<file path="config.mk">
export PLATFORM = sky130hd
export DESIGN_NAME = gpr_scoreboard_flat
export DESIGN_NICKNAME = d
export VERILOG_FILES = /design/src/rtl/gpr_scoreboard_if.sv /design/src/rtl/gpr_scoreboard.sv /design/src/flat_wrapper.sv
export SDC_FILE = /design/constraint.sdc
export NUM_CORES = 1
export LEC_CHECK = 0
export CORE_MARGIN = 5
export CORE_UTILIZATION = 55
export CTS_CLUSTER_DIAMETER = 100
export DETAILED_ROUTE_END_ITERATION = 8
export PLACE_DENSITY = 0.84
export SLEW_MARGIN = 30
export SYNTH_ARGS = -nofsm -noshare
export SYNTH_HDL_FRONTEND = slang
export SYNTH_SLANG_ARGS = --single-unit
</file>
<file path="constraint.sdc">
create_clock -name Clk -period 3.65 [get_ports Clk]
set_input_delay 0.5475 -clock Clk [delete_from_list [all_inputs] [get_ports Clk]]
set_output_delay 0.5475 -clock Clk [all_outputs]
set_load 0.005 [all_outputs]
</file>
<file path="src/rtl/gpr_scoreboard_if.sv">
// Issue/writeback bundle between decode, the register file and the GPR scoreboard.
// The master side is the pipeline that drives requests; the slave side is the scoreboard.
interface gpr_scoreboard_if #(
  parameter int STALL_W = 16
);
  logic               Flush;
  logic               IssueValid;
  logic               UseRs;
  logic [4:0]         IssueRs;
  logic               UseRt;
  logic [4:0]         IssueRt;
  logic               IssueWe;
  logic [4:0]         IssueDst;
  logic               IssueReady;
  logic               WbValid;
  logic [4:0]         WbDst;
  logic [31:0]        Busy;
  logic               Err;
  logic [STALL_W-1:0] StallCnt;

  modport master (
    output Flush, IssueValid, UseRs, IssueRs, UseRt, IssueRt, IssueWe, IssueDst,
    output WbValid, WbDst,
    input  IssueReady, Busy, Err, StallCnt
  );

  modport slave (
    input  Flush, IssueValid, UseRs, IssueRs, UseRt, IssueRt, IssueWe, IssueDst,
    input  WbValid, WbDst,
    output IssueReady, Busy, Err, StallCnt
  );
endinterface

</file>
<file path="src/rtl/gpr_scoreboard.sv">
// Per-register pending-write counters that hold decode while a source operand is in flight.
// Hazards are judged from registered counts only, so a writeback releases its reader one cycle later.
module gpr_scoreboard #(
  parameter int CNT_W   = 2,
  parameter int STALL_W = 16
) (
  input  logic           Clk,
  input  logic           Rst,
  gpr_scoreboard_if.slave sb
);

  localparam logic [CNT_W-1:0] CNT_MAX = '1;

  logic [CNT_W-1:0]   cnt [32];
  logic [31:0]        inc;
  logic [31:0]        dec;
  logic [31:0]        busy;
  logic               hz_rs;
  logic               hz_rt;
  logic               hz_full;
  logic               ready;
  logic               accept;
  logic               err_q;
  logic [STALL_W-1:0] stall_q;

  // Entry 0 is reset to zero and never written, so $0 is never a hazard or a target.
  assign hz_rs   = sb.UseRs & (sb.IssueRs != 5'd0) & (cnt[sb.IssueRs] != '0);
  assign hz_rt   = sb.UseRt & (sb.IssueRt != 5'd0) & (cnt[sb.IssueRt] != '0);
  assign hz_full = sb.IssueWe & (sb.IssueDst != 5'd0) & (cnt[sb.IssueDst] == CNT_MAX);
  assign ready   = ~sb.Flush & ~hz_rs & ~hz_rt & ~hz_full;
  assign accept  = sb.IssueValid & ready;

  always_comb begin
    inc  = '0;
    dec  = '0;
    busy = '0;
    for (int r = 1; r < 32; r++) begin
      inc[r]  = accept & sb.IssueWe & (sb.IssueDst == 5'(r));
      dec[r]  = sb.WbValid & (sb.WbDst == 5'(r)) & (cnt[r] != '0);
      busy[r] = (cnt[r] != '0);
    end
  end

  always_ff @(posedge Clk or posedge Rst) begin
    if (Rst) begin
      for (int r = 0; r < 32; r++) cnt[r] <= '0;
    end else if (sb.Flush) begin
      for (int r = 0; r < 32; r++) cnt[r] <= '0;
    end else begin
      for (int r = 1; r < 32; r++) begin
        if (inc[r] & ~dec[r])
          cnt[r] <= cnt[r] + CNT_W'(1);
        else if (dec[r] & ~inc[r])
          cnt[r] <= cnt[r] - CNT_W'(1);
      end
    end
  end

  // A writeback to an idle register means the pipeline lost track of a write.
  always_ff @(posedge Clk or posedge Rst) begin
    if (Rst)
      err_q <= 1'b0;
    else if (sb.WbValid & (sb.WbDst != 5'd0) & (cnt[sb.WbDst] == '0) & ~sb.Flush)
      err_q <= 1'b1;
  end

  always_ff @(posedge Clk or posedge Rst) begin
    if (Rst)
      stall_q <= '0;
    else if (sb.IssueValid & ~ready & (stall_q != '1))
      stall_q <= stall_q + STALL_W'(1);
  end

  assign sb.IssueReady = ready;
  assign sb.Busy       = busy;
  assign sb.Err        = err_q;
  assign sb.StallCnt   = stall_q;

endmodule

</file>
<file path="src/flat_wrapper.sv">
// flat-port wrapper written by rule: the top's interface ports become plain ports
module gpr_scoreboard_flat 
#(
  parameter int CNT_W   = 2,
  parameter int STALL_W = 16
)
  (Clk, Rst, sb_Flush, sb_IssueValid, sb_UseRs, sb_IssueRs, sb_UseRt, sb_IssueRt, sb_IssueWe, sb_IssueDst, sb_WbValid, sb_WbDst, sb_IssueReady, sb_Busy, sb_Err, sb_StallCnt);
  gpr_scoreboard_if #(.STALL_W(STALL_W)) sb_i ();
  input  logic Clk;
  input  logic Rst;
  input wire logic [$bits(sb_i.Flush)-1:0] sb_Flush;
  input wire logic [$bits(sb_i.IssueValid)-1:0] sb_IssueValid;
  input wire logic [$bits(sb_i.UseRs)-1:0] sb_UseRs;
  input wire logic [$bits(sb_i.IssueRs)-1:0] sb_IssueRs;
  input wire logic [$bits(sb_i.UseRt)-1:0] sb_UseRt;
  input wire logic [$bits(sb_i.IssueRt)-1:0] sb_IssueRt;
  input wire logic [$bits(sb_i.IssueWe)-1:0] sb_IssueWe;
  input wire logic [$bits(sb_i.IssueDst)-1:0] sb_IssueDst;
  input wire logic [$bits(sb_i.WbValid)-1:0] sb_WbValid;
  input wire logic [$bits(sb_i.WbDst)-1:0] sb_WbDst;
  output wire logic [$bits(sb_i.IssueReady)-1:0] sb_IssueReady;
  output wire logic [$bits(sb_i.Busy)-1:0] sb_Busy;
  output wire logic [$bits(sb_i.Err)-1:0] sb_Err;
  output wire logic [$bits(sb_i.StallCnt)-1:0] sb_StallCnt;
  assign sb_i.Flush = sb_Flush;
  assign sb_i.IssueValid = sb_IssueValid;
  assign sb_i.UseRs = sb_UseRs;
  assign sb_i.IssueRs = sb_IssueRs;
  assign sb_i.UseRt = sb_UseRt;
  assign sb_i.IssueRt = sb_IssueRt;
  assign sb_i.IssueWe = sb_IssueWe;
  assign sb_i.IssueDst = sb_IssueDst;
  assign sb_i.WbValid = sb_WbValid;
  assign sb_i.WbDst = sb_WbDst;
  assign sb_IssueReady = sb_i.IssueReady;
  assign sb_Busy = sb_i.Busy;
  assign sb_Err = sb_i.Err;
  assign sb_StallCnt = sb_i.StallCnt;
  gpr_scoreboard #(.CNT_W(CNT_W), .STALL_W(STALL_W)) u_core (.Clk(Clk), .Rst(Rst), .sb(sb_i));
endmodule
</file>
# == Yosys cells after proc, flatten, opt, wreduce, memory -nomap -nowiden ==
# Cells that the tools add are included.
# totals
register_bits,79
inputBits,28
output_inout_bits,50
word_cells,550
# op_classes
addsub,63
n_lt_le_gt_ge,4
n_eq_ne,64
mux,75
bitwise_logic,242
n_reduce_logical,69
# op_table
cell,count
1-bit bitwise AND,171
5-bit == test (second input constant),32
2-bit 2-to-1 mux,70
3-bit nonzero test,31
5-bit by 4-bit == test with 1-bit output (second input constant),16
1-bit inverter,67
2-bit nonzero test,33
2-bit by 1-bit adder with 2-bit output (second input constant),31
62-bit 2-to-1 mux,1
2-bit by 1-bit subtractor with 2-bit output (second input constant),31
2-bit binary-select mux with 5-bit select,4
5-bit by 3-bit == test with 1-bit output (second input constant),8
6-bit greater-or-equal comparator (second input constant),4
5-bit inverter with 6-bit output,4
5-bit by 2-bit == test with 1-bit output (second input constant),4
5-bit nonzero test,4
16-bit by 1-bit adder with 16-bit output (second input constant),1
16-bit != test (second input constant),1
5-bit by 1-bit == test with 1-bit output (second input constant),2
2-bit == test (second input constant),1
2-bit logical NOT,1

# == Longest topological paths before layout ==
# Gate-level depths: netlist of the first run.
# logic_depth
depth_word,18
mapped_depth,13
mapped_depth_nobuf,9

# == Worst setup path before layout of the first run ==
# OpenSTA, ideal clock, no wires.
# synth_path
kind,input to output
from,input sb_IssueDst[0]
to,output sb_IssueReady
t_arrival_ps,2450
t_required_ps,3102
slack_ps,653
stages,9
path_buffers,3
path_cell_list,buf_6 buf_6 mux4_2 mux4_2 o21ai_2 o2111ai_2 or2_1 buf_2 inv_2
# synth_via
elab_chain_cells,8
word_cells_on_any_way,10
cone_classes,eq/ne (1); mux (3); bitwise (5); reduce/logical (1)
# synth_rtl
item,line,source
start: declaration,flat_wrapper.sv:18,input wire logic [$bits(sb_i.IssueDst)-1:0] sb_IssueDst;
5-bit inverter with 6-bit output (implied by the code),gpr_scoreboard.sv:29,assign hz_full = sb.IssueWe & (sb.IssueDst != 5'd0) & (cnt[sb.IssueDst] == CNT_MAX);
2-bit binary-select mux with 5-bit select,gpr_scoreboard.sv:29,
2-bit 2-to-1 mux (implied by the code) (2 in a row),gpr_scoreboard.sv:29,
2-bit == test,gpr_scoreboard.sv:29,
1-bit bitwise AND *,gpr_scoreboard.sv:29,
1-bit inverter *,gpr_scoreboard.sv:30,assign ready = ~sb.Flush & ~hz_rs & ~hz_rt & ~hz_full;
1-bit bitwise AND *,gpr_scoreboard.sv:30,
end: declaration,flat_wrapper.sv:21,output wire logic [$bits(sb_i.IssueReady)-1:0] sb_IssueReady;
# Mark *: on every way between the ends. The rest lies on a longest branch, timed or not. The select of a mux whose other input is x is not followed.

# == Worst setup path in the final report of the first run ==
# layout_path
from,input sb_IssueRt[2]
to,"register u_core.stall_q[13], in the netlist u_core.sb.StallCnt[13]"
# layout_via
elab_chain_cells,12
word_cells_on_any_way,14
cone_classes,mux (3); bitwise (9); reduce/logical (2)
# layout_rtl
item,line,source
start: declaration,flat_wrapper.sv:16,input wire logic [$bits(sb_i.IssueRt)-1:0] sb_IssueRt;
5-bit inverter with 6-bit output (implied by the code),gpr_scoreboard.sv:28,assign hz_rt = sb.UseRt & (sb.IssueRt != 5'd0) & (cnt[sb.IssueRt] != '0);
2-bit binary-select mux with 5-bit select,gpr_scoreboard.sv:28,
2-bit 2-to-1 mux (implied by the code) (2 in a row),gpr_scoreboard.sv:28,
2-bit nonzero test,gpr_scoreboard.sv:28,
1-bit bitwise AND *,gpr_scoreboard.sv:28,
1-bit inverter *,gpr_scoreboard.sv:30,
1-bit bitwise AND * (2 in a row),gpr_scoreboard.sv:30,
1-bit inverter *,gpr_scoreboard.sv:70,else if (sb.IssueValid & ~ready & (stall_q != '1))
1-bit bitwise AND * (2 in a row),gpr_scoreboard.sv:70,
end signal: assignment,gpr_scoreboard.sv:71,stall_q <= stall_q + STALL_W'(1);
end: declaration,gpr_scoreboard.sv:24,logic [STALL_W-1:0] stall_q;
# Marks and branches as above.
# A chain may end at the register's enable or synchronous reset.

==> results of run 1 <==
cells in the mapped netlist (2+ instances only):
| master | number |
|---|---|
| nor2_1 | 89 |
| dfrtp_1 | 79 |
| nand2_1 | 67 |
| o21ai_0 | 46 |
| a21oi_1 | 44 |
| inv_1 | 38 |
| mux4_2 | 32 |
| and2_1 | 26 |
| clkbuf_1 | 26 |
| xor2_1 | 26 |
| nand3_1 | 23 |
| nor3b_1 | 23 |
| nor3_1 | 19 |
| xnor2_1 | 16 |
| nor4_2 | 15 |
| nand4_1 | 12 |
| and3_1 | 11 |
| mux2_2 | 10 |
| nor2b_1 | 10 |
| nor4_1 | 10 |
| buf_2 | 8 |
| nor3_2 | 8 |
| or3_1 | 8 |
| nand2b_1 | 7 |
| o2111ai_1 | 7 |
| or2_2 | 5 |
| a21o_1 | 4 |
| buf_4 | 4 |
| buf_6 | 4 |
| o21ai_1 | 4 |
| a221oi_1 | 3 |
| a31oi_1 | 3 |
| mux2i_1 | 3 |
| nand4b_1 | 3 |
| o211ai_1 | 3 |
| o21bai_1 | 3 |
| or4_1 | 3 |
| a211oi_1 | 2 |
| a22oi_1 | 2 |
| inv_2 | 2 |
| nor4b_2 | 2 |
| o22ai_1 | 2 |
| or2_1 | 2 |
power groups by stage:
stage               combinational [mW]  clock, mW  sequential (mW)
detailed placement               0.433          0            0.965
CTS                              0.450      0.937            0.950
global placement                 0.424          0            0.962
global route                     0.492      0.978            0.958
finish                           0.459      0.935            0.951
floorplan                        0.226          0            0.960
state kept, by name, summed over array words and instances (netlist names):
name                count
u_core.sb.StallCnt     16
u_core.cnt             62
u_core.sb.Err           1
kinds of logic after synthesis:
family	count (synthesis)
simple gates	347
compound gates	134
buf+inv	83
flops	79
mux	46
xor+xnor	42
fa+ha+maj	1
other cells	1
routing by layer:
metal	routed length, um	track usage, %	part of all wire (%)
met1	8300	43.6	38
met2	9850	51.1	45
met3	2510	7.30	11
met4	1270	18.0	5.8
met5	0	0	0
placed cells by master, fill, tap and decap left out, types with 4 or more instances in the layout:
cell type and instances:
clkdlybuf4s50_1 69, nand2_1 67, dfrtp_1 79, and3_1 11, nor3_2 9, a21o_1 4, inv_1 36, buf_4 58
nor2_1 89, or3_1 8, nor3_1 18, o2111ai_1 7, xor2_1 26, nor4_2 15, o21ai_0 46, a21oi_1 44
mux2_2 10, mux4_2 32, clkbuf_16 9, and2_1 26, nand2b_1 7, nand3_1 23, or2_2 5, nor3b_1 23
nand4_1 12, nor2b_1 10, o21ai_1 4, xnor2_1 16, nor4_1 10
what timing repair did:
action,in CTS,in global routing
resized for setup,10,12
buffers inserted,4,0
cloned,2,0
pin swaps,2,2
setup endpoints to repair,1,1
through the flow:
stage | utilization [%] | TNS [ns] | total power, mW | std cells
3_3_place_gp | 66.5 | -0.218 | 1.39 | 969
5_1_grt | 70.5 | 0 | 2.43 | 991
2_1_floorplan | - | 0 | 1.19 | 733
4_1_cts | 70.2 | 0 | 2.34 | 991
6_report | 70.5 | 0 | 2.35 | 991
3_5_place_dp | 66.5 | -0.979 | 1.40 | 969
final timing paths:
kind,startpoint,end,slack [ns],cells past startpoint
setup / recovery,sb_IssueRt[2],u_core.sb.StallCnt[13]$_DFFE_PP0P_,0.31,8
setup reg to reg,u_core.cnt[34]$_DFFE_PP0P_,u_core.sb.StallCnt[13]$_DFFE_PP0P_,0.47,10
hold reg to reg,u_core.sb.StallCnt[13]$_DFFE_PP0P_,u_core.sb.StallCnt[13]$_DFFE_PP0P_,0.49,1
min in group Clk,u_core.sb.StallCnt[13]$_DFFE_PP0P_,u_core.sb.StallCnt[13]$_DFFE_PP0P_,0.49,1
max in group asynchronous,Rst,u_core.cnt[52]$_DFFE_PP0P_,2.39,3
hold / removal,Rst,u_core.sb.StallCnt[15]$_DFFE_PP0P_,0.49,2
final cells by class:
cell class / count / area, sq um
fill: 863 / 3350
clock inverter: 6 / 68.8
timing repair buffer: 142 / 1350
tap: 143 / 179
clock buffer: 10 / 239
sequential: 79 / 1980
multi-input combinational: 571 / 4050
inverter: 40 / 153
worst max-delay path: cells and delay by family:
| family | cells | cell delay [ns] |
|---|---|---|
| muxes | 2 | 0.67 |
| AOI/OAI and AO/OA | 2 | 0.80 |
| buffers and inverters | 2 | 1.24 |
| and+or+nand+nor | 1 | 0.15 |
| xor gates and xnor gates | 1 | 0.14 |
==> run summary, run 1 <==
status: completed
post-synthesis mux area share: 13.9%
Cell Area, Synth: 6330 sq um
Psw: 0.669 mW
Routed Wire Length: 21,900 um
Yosys top cell by area: dfrtp_1
sw frac: 28.5%
Worst Skew: 0.0135 ns
Pwr Density: 293 nW/um^2
initial drt markers: 941
total gr overflow: 0
Crit path largest cell delay: 0.74 ns
die area: 13,800 sq um
post-synthesis compound-gate area fraction: 12.7%
H-tree Lvls: 3
fraction of registers with async set/reset: 100%
Crit. End Element: flop
largest family of logic cells by synthesized area: simple AND/OR/NAND/NOR gates
CTS Sinks: 79
Critical Path RT: 3.88 ns
post-route cell area: 8020 sq um
Layout area overhead: 26.6%
Worst Path Max Fanout: 30
syn_nets: 762
clk root buf: clkbuf_16
RePlAce Congestion: 0.973
Hold/Removal Path Class: input pin to async pin
VDD IR-drop max: 0.244 mV
RSZ-0062 raised after global routing: no
die height: 117 um
vias in the first global route: 6,745
Worst-path clk slew: 0.06 ns
Ports: 78
Synth Area in XOR/XNOR: 5.81%
final hold vios: 0
Tcrit/Tclk final: 91.4%
Initial Utilization: 55.7%
ANT nets after route: 0
post-DR wirelength/cell: 22.1 um
CTS max path bufs: 2
latest clock arrival within the worst-skew pair: 0.35 ns
router iterations before antenna repair: 6
global-route wire length before repair: 35,100 um
CP max-delay cell: clkdlybuf4s50_1
post-synthesis simple-gate area fraction: 30.3%
synth top area cells: dfrtp_1, mux4_2, nor2_1, nand2_1, o21ai_0
static leakage: 3.33 nW
Chip Width: 117 um
Tmin final: 3.34 ns
worst slew pin tran: 0.728 ns
post-synthesis adder-cell area fraction: 0.198%
Synth warnings: 0
Avg Cell Area, Syn: 8.64 sq um
core footprint: 11,400 sq um
Placed Area: 7560 sq um
sequential share of power: 40.6%
Clock Power Share: 39.9%
Final WS setup: 0.313 ns
crit path DAT: 3.57 ns
Critical Path, Cell by Cell: clkdlybuf4s50_1 > mux4_2 > mux2_2 > a311oi_4 > buf_4 > o2111a_1 > nand4_1 > xnor2_1
final setup fails: 0
Combinational Power Share: 19.6%
cts bufs inserted: 9
Slew HR: 51.3%
ANT cells: 0
register area share after synthesis: 31.2%
Buffers on Ports: 76
Hold Buf Count CTS: 0
P_int: 1.68 mW
standard-cell rows: 39
CP Launch Type: input pin
Fmax: 300 MHz
GRT Total Usage: 33.1%
DP HPWL: 15,900 um
share of cells above drive strength 1: 20.5%
vias per cell: 6.66
Syn Inst Count: 733
Hold WS: 0.487 ns
Synth Flop Type: dfrtp_1
Place WS: -0.212 ns
via count: 6,602
remaining routing DRC violations: 0
Max-cap violations: 0
initial antenna violation count: 0
area fraction of the dominant cell type after synthesis: 31.2%
post-synthesis cell type count: 62
Setup Crit Path Kind: input pin to flop
CTS tree: built
Post-synth EDFFs: 0
largest net degree at the start of global routing: 62
Seq cells post-synth: 79
Max Transition Viols Final: 0
final net count: 872
(Power assumes the default switching activity.)
==> run 2, diff against run 1 <==
--- a/config.mk
+++ b/config.mk
@@ -9,6 +9,7 @@
 export CORE_UTILIZATION = 55
 export CTS_CLUSTER_DIAMETER = 100
 export DETAILED_ROUTE_END_ITERATION = 8
+export MAX_ROUTING_LAYER = met4
 export PLACE_DENSITY = 0.84
 export SLEW_MARGIN = 30
 export SYNTH_ARGS = -nofsm -noshare
==> run 2 against run 1 <==
Effect of this change:
- via count hardly changed
- sequential share of layout area barely moved
- die area unchanged
- fmax decreased by 1.1%
- design area barely moved
- global-route usage grew 1.2 points
- total power decreased by 3.5%
- count of clock-buffer cells in the layout is 1 higher
- largest cell class unchanged
==> run summary, run 2 (same netlist as run 1, synthesis figures left out) <==
Placed Area: 7570 sq um (about the same)
vias per cell: 6.65 (-0.24%)
Worst R2R Start: u_core.cnt[34]$_DFFE_PP0P_
ANT cells: 0 (unchanged)
router iterations before antenna repair: 8 (+2)
Max Transition Viols Final: 0 (unchanged)
Slew HR: 50.8% (-0.53 points)
Critical Path RT: 3.87 ns (about the same)
commonest non-fill, non-tap cell in the layout: nor2_1
cts bufs inserted: 9 (unchanged)
VDD IR-drop max: 0.240 mV (-1.5%)
core footprint: 11,400 sq um (unchanged)
static leakage: 3.32 nW (-0.40%)
CP max-delay cell: clkdlybuf4s50_1
Biggest register: u_core.cnt
via count: 6,606 (+0.061%)
ANT nets after route: 0 (unchanged)
DP HPWL: 16,200 um (+1.5%)
# fillers: 884 (+2.4%)
Stages on worst setup path: 9 (+1)
clk root buf: clkbuf_16
Worst Hold Depth: 1
post-route cell area: 8010 sq um (about the same)
crit path DAT: 3.60 ns (+0.03 ns)
Worst-path clk slew: 0.06 ns (about the same)
FF-to-FF path depth: 11 (+1)
global-route wire length before repair: 35,000 um (about the same)
max FFs per register: 62 (unchanged)
WP buf/inv: 3 (+1)
share of cells above drive strength 1: 20.9% (+0.40 points)
GRT Total Usage: 34.3% (+1.2 points)
most frequent cells in the layout: nor2_1, dfrtp_1, clkdlybuf4s50_1
Ports: 78 (unchanged)
initial antenna violation count: 0 (unchanged)
initial drt markers: 782 (-17%)
CTS max path bufs: 2 (unchanged)
Crit. End Element: flop
Worst Skew: 0.00896 ns (-0.00451 ns)
Crit path largest cell delay: 0.73 ns (about the same)
Routed Wire Length: 22,200 um (+1.4%)
Hold/Removal Path Class: flop to flop
final hold vios: 0 (unchanged)
post-DR wirelength/cell: 22.4 um (+1.1%)
Pwr Density: 283 nW/um^2 (-3.4%)
total gr overflow: 0 (unchanged)
Tmin final: 3.38 ns (+0.0381 ns)
Max-cap violations: 0 (unchanged)
die height: 117 um (unchanged)
Final WS setup: 0.275 ns (-0.0381 ns)
final net count: 875 (+0.34%)
remaining routing DRC violations: 0 (unchanged)
worst slew pin tran: 0.733 ns (+0.00456 ns)
Worst Setup SP: sb_IssueRt[2]
Setup Crit Path Kind: input pin to flop
CTS Sinks: 79 (unchanged)
latest clock arrival within the worst-skew pair: 0.34 ns (about the same)
final setup fails: 0 (unchanged)
Chip Width: 117 um (unchanged)
Place WS: -0.224 ns (-0.0117 ns)
H-tree Lvls: 3 (unchanged)
Initial Utilization: 55.7% (unchanged)
largest net degree at the start of global routing: 62 (unchanged)
most used cell along the critical path: buf_4
vias in the first global route: 6,665 (-1.2%)
CTS tree: built
Worst Path Max Fanout: 30 (unchanged)
RSZ-0062 raised after global routing: no
CP Launch Type: input pin
standard-cell rows: 39 (unchanged)
die area: 13,800 sq um (unchanged)
status: completed
Buffers on Ports: 76 (unchanged)
CP delay by family, top: buffers and inverters
Fmax: 296 MHz (-1.1%)
Critical Path, Cell by Cell: clkdlybuf4s50_1 > mux4_2 > mux2_2 > a311oi_4 > buf_4 > buf_4 > o2111a_1 > nand4_1 > xnor2_1
Tcrit/Tclk final: 92.5% (+1.0 points)
RePlAce Congestion: 1.02 (+4.6%)
hold_sp: u_core.sb.Err$_DFFE_PP0P_
Layout area overhead: 26.5% (about the same)
## run 2: cell types whose count changed in the layout (fill, tap and decap cells not counted), sizes merged
cell           previous run  this run
buf                      66        69
bufinv                    1         0
clkbuf                   10        12
clkdlybuf4s15             1         0
inv                      41        39
clkdlybuf4s50            69        70
dlymetal6s2s              3         2
clkinvlp                  1         3
## run 2: cell type report
| class | instances | area [sq um] | area share (%) |
|---|---|---|---|
| clock inverters | 5 | 33.8 | 0.422 |
| flip-flops and latches | 79 | 1980 | 24.7 |
| repair buffers | 145 | 1380 | 17.2 |
| multi-input cells | 571 | 4050 | 50.5 |
| well taps | 143 | 179 | 2.23 |
| inverters | 40 | 154 | 1.92 |
| clock buffers | 11 | 243 | 3.03 |
## run 2: repair_timing
action                     4_1_cts  5_1_grt
gates cloned                     2        0
hold buffers                     0        0
gates resized for setup          9       12
pin swaps                        2        5
buffers inserted                 5        1
setup endpoints to repair        1        1
## run 2: final timing paths
kind	endpoint	slack (ns)
setup / recovery	u_core.sb.StallCnt[13]$_DFFE_PP0P_	0.27
hold / removal	u_core.sb.Err$_DFFE_PP0P_	0.50
setup reg to reg	u_core.cnt[47]$_DFFE_PP0P_	0.43
hold reg to reg	u_core.sb.Err$_DFFE_PP0P_	0.50
max in group asynchronous	u_core.cnt[38]$_DFFE_PP0P_	2.30
min in group asynchronous	u_core.cnt[13]$_DFFE_PP0P_	0.55
## run 2: metrics by stage
step | total power, mW | utilization [%] | hold slack [ns] | cells | setup TNS, ns
global route | 2.35 | 70.4 | 0.527 | 994 | 0
detailed placement | 1.40 | 66.6 | 0.488 | 970 | -1.02
floorplan | 1.19 | - | 0.466 | 733 | 0
CTS | 2.26 | 70.1 | 0.502 | 993 | 0
finish | 2.26 | 70.4 | 0.503 | 994 | 0
global placement | 1.39 | 66.6 | 0.468 | 970 | -0.208
## run 2: report_power, final
group	internal, mW	switching, mW	leakage (nW)	total (mW)
Clock	0.478	0.369	0.132	0.847
Combinational	0.218	0.249	2.10	0.467
Sequential	0.908	0.0413	1.09	0.950
Total	1.60	0.659	3.32	2.26
## run 2: routing by layer
layer  vias up  track usage [%]  wire [um]
met2       494             54.1      10400
met4         0             15.5       1110
met5         -                -          0
li1       2854                -          -
met3       116             8.07       2610
met1      3142             42.1       8130
